`src/rtl/encoder_rr_pkg.sv`:
```
// Shared defaults and FSM state encoding for the round-robin request encoder.
package encoder_rr_pkg;
   localparam int ENC_N = 4;
   localparam int ENC_W = 2;

   typedef enum logic {
      S_IDLE  = 1'b0,
      S_GRANT = 1'b1
   } state_e;
endpackage

```
`src/rtl/encoder_rr_pick.sv`:
```
// Circular first-set search: lowest set bit of v at or after index p, wrapping mod N.
module rr_pick
   import encoder_rr_pkg::*;
#(
   parameter int N = ENC_N,
   parameter int W = ENC_W
) (
   input  logic [N-1:0] v,
   input  logic [W-1:0] p,
   output logic [W-1:0] idx
);

   // rot[k] is v rotated so that bit p lands at position 0.
   logic [N-1:0] rot;

   genvar gi;
   for (gi = 0; gi < N; gi++) begin : g_rot
      localparam logic [W-1:0] OFF = W'(gi);
      logic [W-1:0] pos;
      assign pos     = p + OFF;
      assign rot[gi] = v[pos];
   end

   always_comb begin
      idx = p;
      for (int k = N - 1; k >= 0; k--) begin
         if (rot[k]) idx = p + W'(k);
      end
   end

endmodule

```
`src/rtl/encoder_rr.sv`:
```
// Sequential N-to-W round-robin request encoder with a sticky pending register
// and a valid/ready grant handshake.
module encoder_rr
   import encoder_rr_pkg::*;
#(
   parameter int N = ENC_N,
   parameter int W = ENC_W
) (
   input  logic         clk,
   input  logic         rst,
   input  logic [N-1:0] din,
   input  logic         ready,
   output logic [W-1:0] dout,
   output logic         valid,
   output logic [N-1:0] pend
);

   state_e       state_q, state_d;
   logic [N-1:0] pend_q, pend_d;
   logic [W-1:0] ptr_q, ptr_d;
   logic [W-1:0] dout_q, dout_d;

   logic         fire;
   logic [N-1:0] cur_onehot, rest, pick_v;
   logic [W-1:0] pick_p, pick_idx;

   assign fire       = (state_q == S_GRANT) && ready;
   assign cur_onehot = N'(1) << dout_q;
   // Remaining requests once the current grant is taken; this cycle's din is excluded.
   assign rest       = pend_q & ~cur_onehot;

   assign pend_d = (pend_q & ~(fire ? cur_onehot : '0)) | din;
   assign ptr_d  = fire ? dout_q + W'(1) : ptr_q;

   assign pick_v = (state_q == S_IDLE) ? pend_q : rest;
   assign pick_p = (state_q == S_IDLE) ? ptr_q  : dout_q + W'(1);

   rr_pick #(.N(N), .W(W)) u_pick (
      .v   (pick_v),
      .p   (pick_p),
      .idx (pick_idx)
   );

   always_comb begin
      state_d = state_q;
      dout_d  = dout_q;
      case (state_q)
         S_IDLE: begin
            if (|pend_q) begin
               dout_d  = pick_idx;
               state_d = S_GRANT;
            end
         end
         S_GRANT: begin
            if (ready) begin
               if (|rest) dout_d  = pick_idx;
               else       state_d = S_IDLE;
            end
         end
         default: state_d = S_IDLE;
      endcase
   end

   always_ff @(posedge clk or posedge rst) begin
      if (rst) begin
         state_q <= S_IDLE;
         pend_q  <= '0;
         ptr_q   <= '0;
         dout_q  <= '0;
      end else begin
         state_q <= state_d;
         pend_q  <= pend_d;
         ptr_q   <= ptr_d;
         dout_q  <= dout_d;
      end
   end

   assign dout  = dout_q;
   assign valid = (state_q == S_GRANT);
   assign pend  = pend_q;

endmodule

```
`config.mk`:
```
export PLATFORM = sky130hd
export DESIGN_NAME = encoder_rr
export DESIGN_NICKNAME = d
export VERILOG_FILES = /design/src/rtl/encoder_rr_pkg.sv /design/src/rtl/encoder_rr_pick.sv /design/src/rtl/encoder_rr.sv
export SDC_FILE = /design/constraint.sdc
export NUM_CORES = 1
export LEC_CHECK = 0
export BUFFER_PORTS_ARGS = -buffer_cell sky130_fd_sc_hd__buf_2
export CORE_UTILIZATION = 43
export DETAILED_ROUTE_END_ITERATION = 16
export PLACE_DENSITY = 0.69
export SLEW_MARGIN = 40
export SYNTH_ARGS = -nofsm -noshare
export SYNTH_HDL_FRONTEND = slang
export SYNTH_SLANG_ARGS = --single-unit
```
`constraint.sdc`:
```
create_clock -name clk -period 1.9 [get_ports clk]
set_input_delay 0.19 -clock clk [delete_from_list [all_inputs] [get_ports clk]]
set_output_delay 0.19 -clock clk [all_outputs]
set_load 0.02 [all_outputs]
```
Word-level counts from Yosys, hierarchy flattened
Cells that the tools add are included.
- add/subtract/negate cells: 4
- mux-type cells: 23
- reduce and logical (&&, ||, !) cells: 4
- equality and inequality tests: 3
- magnitude comparators: 4
- shift operators: 1
- bitwise logic cells: 6
- operators by type and width (operator ; count):
    2-to-1 mux 2 bit ; 8
    < comparator 2 x 3 -> 1 bit, second input constant ; 4
    AND 4 bit ; 2
    binary-select mux 1 bit (select 2 bit) ; 4
    2-to-1 mux 4 bit ; 2
    inverter 4 bit ; 2
    OR reduction 4 bit ; 2
    2-to-1 mux 1 bit ; 7
    adder 2 x 1 -> 2 bit, second input constant ; 2
    adder 2 bit, second input constant ; 2
    != test 2 x 1 -> 1 bit, second input constant ; 2
    OR 4 bit ; 1
    case mux 2 bit (2 select lines) ; 1
    left shift 1 x 2 -> 4 bit, first input constant ; 1
    AND reduction 3 bit ; 1
    != test 2 bit, second input constant ; 1
    case mux 1 bit (2 select lines) ; 1
    logical AND 1 bit ; 1
    inverter 1 bit ; 1
- register bits: 9
- output and inout bits: 7
- word-level logic and storage cells: 49

Depth between registers and ports, before layout
Gate-level depths: netlist of run 1.
- word-level depth: 13
- mapped depth: 7
- mapped depth without buffers: 7

Modules after synthesis
Synthesis of run 1 repeated with hierarchy kept, for this count alone.
- cell total of the unflattened synthesis: 67
- area total of the unflattened synthesis: 654.4 µm²
- by module, submodules not included (module ; instances ; cells an instance ; area an instance (µm²) ; sequential area each (µm²)):
    encoder_rr ; 1 ; 52 ; 570.5 ; 225.2
    rr_pick ; 1 ; 15 ; 83.8 ; 0.0

Worst setup path after synthesis of run 1
Ideal clock, no wire load.
- path type: register to register
- start point: register dout_q[0] (netlist: dout[0])
- end point: register dout_q[1] (netlist: dout[1])
- buffers on the path: 0
- setup time: 0.128 ns
- stages on the path, launching flop included: 7
- data required time: 1.772 ns
- clock period less this slack: 1.964 ns
- path slack: -0.064 ns
- data arrival time: 1.836 ns
- path through: dfrtp_1 inv_1 ha_1 and2b_1 a2111oi_2 a211o_2 mux2_1
- longest elaborated chain between the ends: 13
- RTL lines (element ; RTL line ; RTL):
    start, declared ; encoder_rr.sv:21 ; logic [W-1:0] dout_q, dout_d;
    start signal, assigned ; encoder_rr.sv:74 ; dout_q <= dout_d;
    branches (longest 13 deep; another with adder 2 x 1 -> 2 bit) ; - ;
Several ways; the timed one is not identified. The select of a mux whose other input is x is not followed.
A chain may end at the register's enable or synchronous reset.

Final worst setup path of run 1
Same ends and word-level chain as after synthesis.

==> results of run 1 <==
## registers in the layout, indices dropped and copies added, names as in the netlist
register / flops
ptr_q: 2
pend: 4
dout: 2
valid: 1
## worst max-delay path, cell delays in order, from the launching register on
cell	delay [ns]
dfrtp_2	0.40
buf_4	0.16
ha_1	0.26
nor2b_2	0.18
a2111oi_4	0.05
a211o_2	0.38
mux2_1	0.31
## layout make-up
type,instances,area (um2)
inverter,4,15.0
tap,15,18.8
fill,123,538
sequential,9,228
multi-input combinational,54,379
clock buffer,4,26.3
timing repair buffer,19,113
## layer usage
metal | track usage | up-vias
met1 | 0.314 | 274
met2 | 0.418 | 18
met3 | 0.0341 | 4
met5 | 0 | -
li1 | - | 284
met4 | 0.103 | 0
## per-stage QoR
step	util	setup slack [ns]	hold WS, ns	setup TNS (ns)	std cells
after floorplan	-	0.00232	0.0178	0	69
after global placement	0.551	0.0793	0.161	0	100
after detailed placement	0.551	0.0441	0.171	0	100
after CTS	0.578	0.0340	0.0999	0	105
after global routing	0.592	-0.0405	0.101	-0.0405	105
final	0.592	0.0394	0.103	0	105
## cells in the final DEF (no fill, tap or decap), drive strengths merged
cell / Yosys / layout
o21ai: 2 / 2
nor2: 3 / 3
nand2: 14 / 14
and2: 1 / 1
mux2i: 1 / 1
a2111oi: 1 / 1
and2b: 1 / 1
dfrtp: 9 / 9
mux2: 2 / 2
nand2b: 1 / 1
inv: 4 / 4
a31oi: 2 / 2
buf: 1 / 18
o22ai: 1 / 1
a21boi: 3 / 3
a21bo: 1 / 1
a211o: 1 / 1
nor2b: 3 / 3
clkbuf: 1 / 4
a21oi: 4 / 4
o31ai: 1 / 1
nand3: 1 / 1
or4: 1 / 1
a21o: 4 / 4
dlygate4sd3: 0 / 1
o21ba: 1 / 1
a32o: 1 / 1
ha: 4 / 4
## how the worst max path moves through the flow
stage | start | endpoint | slack (ns) | cells after the start
CTS | dout[1]$_DFFE_PP0P_ | dout[1]$_DFFE_PP0P_ | 0.03 | 6
finish | dout[0]$_DFFE_PP0P_ | dout[1]$_DFFE_PP0P_ | 0.04 | 6
floorplan | dout[0]$_DFFE_PP0P_ | dout[1]$_DFFE_PP0P_ | 0.002 | 6
global route | dout[1]$_DFFE_PP0P_ | dout[1]$_DFFE_PP0P_ | -0.04 | 6
global placement | dout[0]$_DFFE_PP0P_ | dout[1]$_DFFE_PP0P_ | 0.08 | 6
detailed placement | dout[1]$_DFFE_PP0P_ | dout[1]$_DFFE_PP0P_ | 0.04 | 6
## repair_timing
action	CTS	global route
setup endpoints to repair	0	2
endpoints found under the hold margin	9	0
buffers inserted	0	0
hold buffers	1	0
resized for setup	0	4
## kinds of logic (layout without fill, tap and decap cells)
kind of cell | after synthesis | after routing | synth area share
AOI/OAI and AO/OA | 22 | 22 | 0.267
muxes | 3 | 3 | 0.0531
DFF | 9 | 9 | 0.367
adders and majority gates | 4 | 4 | 0.0816
and+or+nand+nor | 25 | 25 | 0.188
buffers and inverters | 6 | 27 | 0.0428
## report_power, final
group | internal (mW) | switching (mW)
combinational | 0.368 | 0.474
clock | 0.0811 | 0.0700
sequential | 0.259 | 0.0587
total | 0.708 | 0.603
==> impl_metrics.prom, run 1 <==
# TYPE chip_impl_metric gauge
chip_impl_info{name="outcome",value="completed"} 1
chip_impl_metric{name="timing.final.hold_violations",unit=""} 0
chip_impl_metric{name="total_cts_buffers",unit=""} 3
chip_impl_metric{name="num-nets-final",unit=""} 102
chip_impl_metric{name="met2RoutedLength",unit="um"} 872
chip_impl_metric{name="total_drc_errors_in_the_routed_layout",unit=""} 0
chip_impl_metric{name="drt-met1-wl",unit="um"} 740
chip_impl_info{name="yosys.area.top_type",value="dfrtp_1"} 1
chip_impl_info{name="reg2reg_from",value="dout[0]$_DFFE_PP0P_"} 1
chip_impl_metric{name="timing.slew.headroom",unit=""} 0.755
chip_impl_info{name="grt_setup_unrepaired",value="yes"} 1
chip_impl_metric{name="io_buffers",unit=""} 13
chip_impl_metric{name="ys.warnings.count",unit=""} 0
chip_impl_metric{name="num_antenna_cells",unit=""} 0
chip_impl_info{name="synth_commonest_cells",value="14 x nand2_1, 9 x dfrtp_1"} 1
chip_impl_metric{name="flow.area_growth_from_synthesis",unit="%"} 27.1
chip_impl_metric{name="routed_wirelength",unit="mm"} 1.68
chip_impl_info{name="worst_setup_path_end_kind",value="flop"} 1
chip_impl_info{name="rr_endpoint",value="dout[1]$_DFFE_PP0P_"} 1
chip_impl_metric{name="worst-path-max-fanout",unit=""} 6
chip_impl_metric{name="max-cap-violations",unit=""} 0
chip_impl_metric{name="via_count_of_the_first_global_routing_pass",unit=""} 551
chip_impl_info{name="hold_path.class",value="input port to flop"} 1
chip_impl_metric{name="wl_per_cell",unit="um"} 16.0
chip_impl_metric{name="post-route-period-util",unit=""} 0.979
chip_impl_info{name="worst-setup-path-type",value="flop to flop"} 1
chip_impl_metric{name="drt_pre_antenna_iters",unit=""} 4
chip_impl_info{name="worstHoldEndpoint",value="pend[2]$_DFF_PP0_"} 1
chip_impl_metric{name="gp_congestion",unit=""} 0.907
chip_impl_metric{name="cts_max_path_buffers",unit=""} 2
chip_impl_metric{name="fp.dieArea",unit="mm2"} 0.00158
chip_impl_metric{name="finalClockSkew",unit="ns"} 0.00420
chip_impl_metric{name="grt_start_max_net_pins",unit=""} 12
chip_impl_metric{name="achievable-frequency",unit="GHz"} 0.537
chip_impl_metric{name="timing_worst_slew_pin_value",unit="ns"} 0.367
chip_impl_metric{name="drt_iter0_drc",unit=""} 15
chip_impl_info{name="tritoncts",value="done"} 1
chip_impl_metric{name="timing_max_transition_violations_final",unit=""} 0
chip_impl_metric{name="clkSlewWorstSetupHoldPaths",unit="ns"} 0.06
chip_impl_metric{name="setup_violations",unit=""} 0
chip_impl_metric{name="worst_skew_pair.late_latency",unit="ns"} 0.26
chip_impl_metric{name="synth_enable_flop_cells",unit=""} 0
chip_impl_info{name="root_buffer",value="clkbuf_4"} 1
chip_impl_metric{name="critPathRequiredTime",unit="ns"} 2.05
chip_impl_metric{name="grtUsageTotal",unit=""} 0.249
chip_impl_metric{name="netlist_instances",unit=""} 69
chip_impl_metric{name="ant_nets",unit=""} 0
chip_impl_metric{name="seq_area_frac_synth",unit=""} 0.367
chip_impl_metric{name="detailroute.via_count",unit=""} 580
chip_impl_metric{name="syn_nets",unit=""} 80
chip_impl_info{name="synthFlopType",value="dfrtp_1"} 1
chip_impl_metric{name="reg2reg_depth",unit=""} 6
chip_impl_metric{name="synth_area_per_inst",unit="um2"} 8.89
chip_impl_metric{name="synthesis.area",unit="um2"} 613
chip_impl_metric{name="synthArstFlopShare",unit=""} 1.00
chip_impl_metric{name="finished_cell_area",unit="um2"} 779
chip_impl_metric{name="ff2ff_setup_slack",unit="ns"} 0.04
chip_impl_metric{name="core-area",unit="mm2"} 0.00132
chip_impl_metric{name="number_of_register_bits_inferred_by_synthesis",unit=""} 9
chip_impl_metric{name="power-per-cell-area",unit="mW/mm2"} 1680
chip_impl_metric{name="dp_area",unit="um2"} 726
chip_impl_metric{name="antenna_found_initial",unit=""} 0
chip_impl_metric{name="num_rows",unit=""} 13
chip_impl_metric{name="grt-ovfl-total",unit=""} 0
chip_impl_metric{name="grt_pass1_wl",unit="mm"} 2.50
chip_impl_metric{name="viasPerCell",unit=""} 5.52
chip_impl_metric{name="period_needed",unit="ns"} 1.86
chip_impl_metric{name="horizontal_extent_of_the_die",unit="um"} 39.8
chip_impl_metric{name="deepest_level_of_the_cts_h_tree",unit=""} 1
chip_impl_metric{name="floorplan.io_pins",unit=""} 14
chip_impl_metric{name="synth_largest_type_area_fraction",unit=""} 0.367
chip_impl_metric{name="critPathArrivalTime",unit="ns"} 2.01
chip_impl_metric{name="vdd_drop_max",unit="mV"} 0.889
chip_impl_metric{name="initial_utilization",unit=""} 0.465
chip_impl_metric{name="finalPower",unit="mW"} 1.31
chip_impl_info{name="holdCritStartpoint",value="din[2]"} 1
chip_impl_metric{name="chip_height",unit="um"} 39.8
chip_impl_info{name="synthTopCellsByArea",value="dfrtp_1 37%, nand2_1 8.6%, ha_1 8.2%"} 1
chip_impl_metric{name="power.static_leakage",unit="nW"} 0.357
chip_impl_metric{name="timing.hold.worst_path_depth",unit=""} 2
chip_impl_info{name="top_layer",value="met4"} 1
chip_impl_metric{name="hpwlAfterDp",unit="mm"} 1.13
chip_impl_info{name="synth.most_common_cell",value="nand2_1"} 1
chip_impl_metric{name="met3WireLength",unit="um"} 44
chip_impl_info{name="critPathLaunchType",value="flop"} 1
chip_impl_metric{name="clkSinkCount",unit=""} 9
chip_impl_metric{name="number_of_unique_standard_cell_types_used_by_synthesis",unit=""} 28
chip_impl_metric{name="final_layout_size_suffix_gt1_frac",unit=""} 0.344
(Power assumes the default switching activity.)
==> run 2: changes to the inputs <==
- ABC_AREA: not set -> 1
- PLACE_DENSITY: 0.69 -> 0.68
==> run 2 against run 1 <==
The flow now finishes with violations (design-rule violations). Cell area increased by 14%. Non-clock buffer count fell by 3. Worst setup slack improved by 0.11 ns. Final cell count rose by 39%.
==> impl_metrics.prom, run 2 <==
# TYPE chip_impl_metric gauge
chip_impl_info{name="reg2reg_from",value="dout[0]$_DFFE_PP0P_"} 1
chip_impl_metric{name="synthArstFlopShare",unit=""} 1.00
chip_impl_metric{name="timing.final.hold_violations",unit=""} 0
chip_impl_metric{name="total_drc_errors_in_the_routed_layout",unit=""} 2
chip_impl_metric{name="finalPower",unit="mW"} 1.76
chip_impl_metric{name="deepest_level_of_the_cts_h_tree",unit=""} 1
chip_impl_metric{name="timing.hold.worst_path_depth",unit=""} 2
chip_impl_metric{name="netlist_instances",unit=""} 111
chip_impl_metric{name="grt_pass1_wl",unit="mm"} 2.75
chip_impl_info{name="failing_checks",value="design-rule violations"} 1
chip_impl_metric{name="synthesis.area",unit="um2"} 751
chip_impl_metric{name="clkSlewWorstSetupHoldPaths",unit="ns"} 0.06
chip_impl_metric{name="final_layout_size_suffix_gt1_frac",unit=""} 0.262
chip_impl_metric{name="wl_per_cell",unit="um"} 11.0
chip_impl_metric{name="num-nets-final",unit=""} 142
chip_impl_metric{name="number_of_unique_standard_cell_types_used_by_synthesis",unit=""} 18
chip_impl_metric{name="flow.area_growth_from_synthesis",unit="%"} 18.3
chip_impl_metric{name="reg2reg_depth",unit=""} 15
chip_impl_metric{name="largest_register_ff_count",unit=""} 4
chip_impl_info{name="outcome",value="finished, violations left"} 1
chip_impl_metric{name="critPathArrivalTime",unit="ns"} 1.91
chip_impl_info{name="rr_endpoint",value="dout[0]$_DFFE_PP0P_"} 1
chip_impl_metric{name="critical-path-max-stage-delay",unit="ns"} 0.42
chip_impl_metric{name="setup_violations",unit=""} 0
chip_impl_metric{name="seq_area_frac_synth",unit=""} 0.300
chip_impl_metric{name="gp_congestion",unit=""} 0.914
chip_impl_info{name="holdCritStartpoint",value="din[3]"} 1
chip_impl_info{name="layout_commonest_cell",value="nand2_1"} 1
chip_impl_info{name="worstHoldEndpoint",value="pend[3]$_DFF_PP0_"} 1
chip_impl_metric{name="timing.hold.ws",unit="ns"} 0.122
chip_impl_metric{name="routed_wirelength",unit="mm"} 1.60
chip_impl_metric{name="area_of_combinational_cells_with_multiple_inputs",unit="um2"} 467
chip_impl_metric{name="grt_start_max_net_pins",unit=""} 10
chip_impl_metric{name="worst-path-max-fanout",unit=""} 5
chip_impl_metric{name="drt_iter0_drc",unit=""} 32
chip_impl_info{name="synthTopCellsByArea",value="dfrtp_1 30%, nand2_1 21%, inv_1 7.5%"} 1
chip_impl_metric{name="drt_pre_antenna_iters",unit=""} 10
chip_impl_metric{name="via_count_of_the_first_global_routing_pass",unit=""} 645
chip_impl_metric{name="synth_area_per_inst",unit="um2"} 6.76
chip_impl_metric{name="critPathRequiredTime",unit="ns"} 2.06
chip_impl_metric{name="achievable-frequency",unit="GHz"} 0.572
chip_impl_info{name="tritoncts",value="done"} 1
chip_impl_metric{name="timing.slew.headroom",unit=""} 0.735
chip_impl_metric{name="hpwlAfterDp",unit="mm"} 1.28
chip_impl_metric{name="power.static_leakage",unit="nW"} 0.518
chip_impl_metric{name="final_util",unit=""} 0.563
chip_impl_metric{name="synth_enable_flop_cells",unit=""} 0
chip_impl_info{name="synth_commonest_cells",value="41 x nand2_1, 15 x inv_1, 9 x a21oi_1, 9 x dfrtp_1, 7 x nand2_2"} 1
chip_impl_metric{name="syn_nets",unit=""} 122
chip_impl_info{name="critPathLaunchType",value="flop"} 1
chip_impl_metric{name="viasPerCell",unit=""} 4.85
chip_impl_metric{name="post-route-period-util",unit=""} 0.920
chip_impl_metric{name="power-per-cell-area",unit="mW/mm2"} 1980
chip_impl_info{name="synth.most_common_cell",value="nand2_1"} 1
chip_impl_metric{name="cts_max_path_buffers",unit=""} 2
chip_impl_metric{name="chip_height",unit="um"} 43.8
chip_impl_metric{name="met2RoutedLength",unit="um"} 780
chip_impl_metric{name="fp.dieArea",unit="mm2"} 0.00192
chip_impl_metric{name="horizontal_extent_of_the_die",unit="um"} 43.8
chip_impl_metric{name="ys.warnings.count",unit=""} 0
chip_impl_info{name="worst_setup_path_end_kind",value="flop"} 1
chip_impl_metric{name="post_route_non_filler_standard_cell_count",unit=""} 146
chip_impl_info{name="worst-setup-path-type",value="flop to flop"} 1
chip_impl_metric{name="floorplan.io_pins",unit=""} 14
chip_impl_info{name="synthFlopType",value="dfrtp_1"} 1
chip_impl_metric{name="number_of_register_bits_inferred_by_synthesis",unit=""} 9
chip_impl_info{name="root_buffer",value="clkbuf_4"} 1
chip_impl_metric{name="timing_worst_slew_pin_value",unit="ns"} 0.393
chip_impl_metric{name="post_cts.repair.setup_buffers",unit=""} 0
chip_impl_metric{name="max-cap-violations",unit=""} 0
chip_impl_metric{name="detailroute.via_count",unit=""} 708
chip_impl_metric{name="finalClockSkew",unit="ns"} 0.00509
chip_impl_metric{name="total_cts_buffers",unit=""} 3
chip_impl_info{name="hold_path.class",value="input port to flop"} 1
chip_impl_info{name="timing.critical_path.slowest_stage_cell",value="dfrtp_1"} 1
chip_impl_metric{name="postLayoutSetupSlackWorst",unit="ns"} 0.151
chip_impl_metric{name="detailedPlace.worstSlack",unit="ns"} 0.0860
chip_impl_metric{name="timing_max_transition_violations_final",unit=""} 0
chip_impl_metric{name="antenna_found_initial",unit=""} 0
chip_impl_metric{name="io_buffers",unit=""} 13
chip_impl_info{name="grt_setup_unrepaired",value="no"} 1
chip_impl_metric{name="met3WireLength",unit="um"} 90
chip_impl_metric{name="initial_utilization",unit=""} 0.476
chip_impl_metric{name="placedCellCount",unit=""} 141
chip_impl_metric{name="setup_tns_final",unit="ns"} 0
chip_impl_info{name="critical_path.most_common_cell",value="nand2_1"} 1
chip_impl_info{name="top_layer",value="met3"} 1
chip_impl_metric{name="core-area",unit="mm2"} 0.00158
chip_impl_metric{name="dp_area",unit="um2"} 840
chip_impl_metric{name="finished_cell_area",unit="um2"} 888
chip_impl_metric{name="grt-ovfl-total",unit=""} 0
chip_impl_metric{name="num-fill-cells",unit=""} 154
chip_impl_metric{name="clkSinkCount",unit=""} 9
chip_impl_metric{name="num_antenna_cells",unit=""} 0
chip_impl_metric{name="num_rows",unit=""} 14
chip_impl_metric{name="grtUsageTotal",unit=""} 0.194
chip_impl_metric{name="seqCellArea",unit="um2"} 225
chip_impl_metric{name="ant_nets",unit=""} 0
chip_impl_metric{name="synth_largest_type_area_fraction",unit=""} 0.300
chip_impl_metric{name="vdd_drop_max",unit="mV"} 0.882
chip_impl_metric{name="worst_skew_pair.late_latency",unit="ns"} 0.26
chip_impl_info{name="yosys.area.top_type",value="dfrtp_1"} 1
chip_impl_metric{name="drt-met1-wl",unit="um"} 733
chip_impl_metric{name="ff2ff_setup_slack",unit="ns"} 0.15
chip_impl_info{name="crit_chain",value="inv_1 -> ha_4 -> nand2_4 -> nand2_4 -> inv_2 -> nand2_1 -> nand2_2 -> nand2_1 -> nand2_1 -> nand2_2 -> nand2_2 -> nand2_1 -> nand2_1 -> nand3_1 -> nand2_1"} 1
chip_impl_info{name="most-common-layout-cells",value="41 x nand2_1, 15 x inv_1, 13 x buf_2, 9 x a21oi_1, 9 x dfrtp_1"} 1
chip_impl_metric{name="period_needed",unit="ns"} 1.75
run 2: cell type report:
| cell class | instances | share of cell area |
|---|---|---|
| sequential | 9 | 0.254 |
| timing repair buffer | 16 | 0.101 |
| multi-input combinational | 85 | 0.525 |
| tap | 16 | 0.0225 |
| inverter | 16 | 0.0676 |
| clock buffer | 4 | 0.0296 |
run 2: kinds of logic after synthesis:
kind of cell,synth area share
flip-flops,0.300
buffers and inverters,0.0950
AO/OA/AOI/OAI,0.118
AND/OR/NAND/NOR,0.420
adder cells (fa/ha/maj),0.0667
run 2: power by group:
group          switching (mW)  internal [mW]
logic                   0.805          0.488
clock network          0.0671         0.0810
registers              0.0625          0.253
total                   0.934          0.821
run 2: repair_timing:
item | in CTS | in global routing
resized for setup | 0 | 1
hold endpoints to repair | 9 | 0
hold buffers | 1 | 0
setup endpoints to repair | 0 | 2
run 2: metal layers:
| layer | vias to the layer above | GRT usage |
|---|---|---|
| met4 | 0 | 0.0188 |
| met5 | - | 0 |
| met3 | 0 | 0.0750 |
| met1 | 314 | 0.254 |
| met2 | 15 | 0.313 |
| li1 | 379 | - |
run 2: critical path: cells and delay by family (launching register included):
| family | cells | cell delay [ns] |
|---|---|---|
| buffers and inverters | 2 | 0.19 |
| DFF | 1 | 0.42 |
| and+or+nand+nor | 12 | 0.74 |
| adders and majority gates | 1 | 0.30 |
run 2: worst max-delay path by stage:
stage | startpoint | end | slack, ns | depth (start not counted)
5_1_grt | dout[0]$_DFFE_PP0P_ | dout[0]$_DFFE_PP0P_ | 0.001 | 15
6_report | dout[0]$_DFFE_PP0P_ | dout[0]$_DFFE_PP0P_ | 0.15 | 15
3_5_place_dp | dout[0]$_DFFE_PP0P_ | dout[0]$_DFFE_PP0P_ | 0.09 | 14
3_3_place_gp | dout[0]$_DFFE_PP0P_ | dout[0]$_DFFE_PP0P_ | 0.13 | 14
2_1_floorplan | dout[0]$_DFFE_PP0P_ | dout[0]$_DFFE_PP0P_ | 0.02 | 14
4_1_cts | dout[0]$_DFFE_PP0P_ | dout[0]$_DFFE_PP0P_ | 0.08 | 14
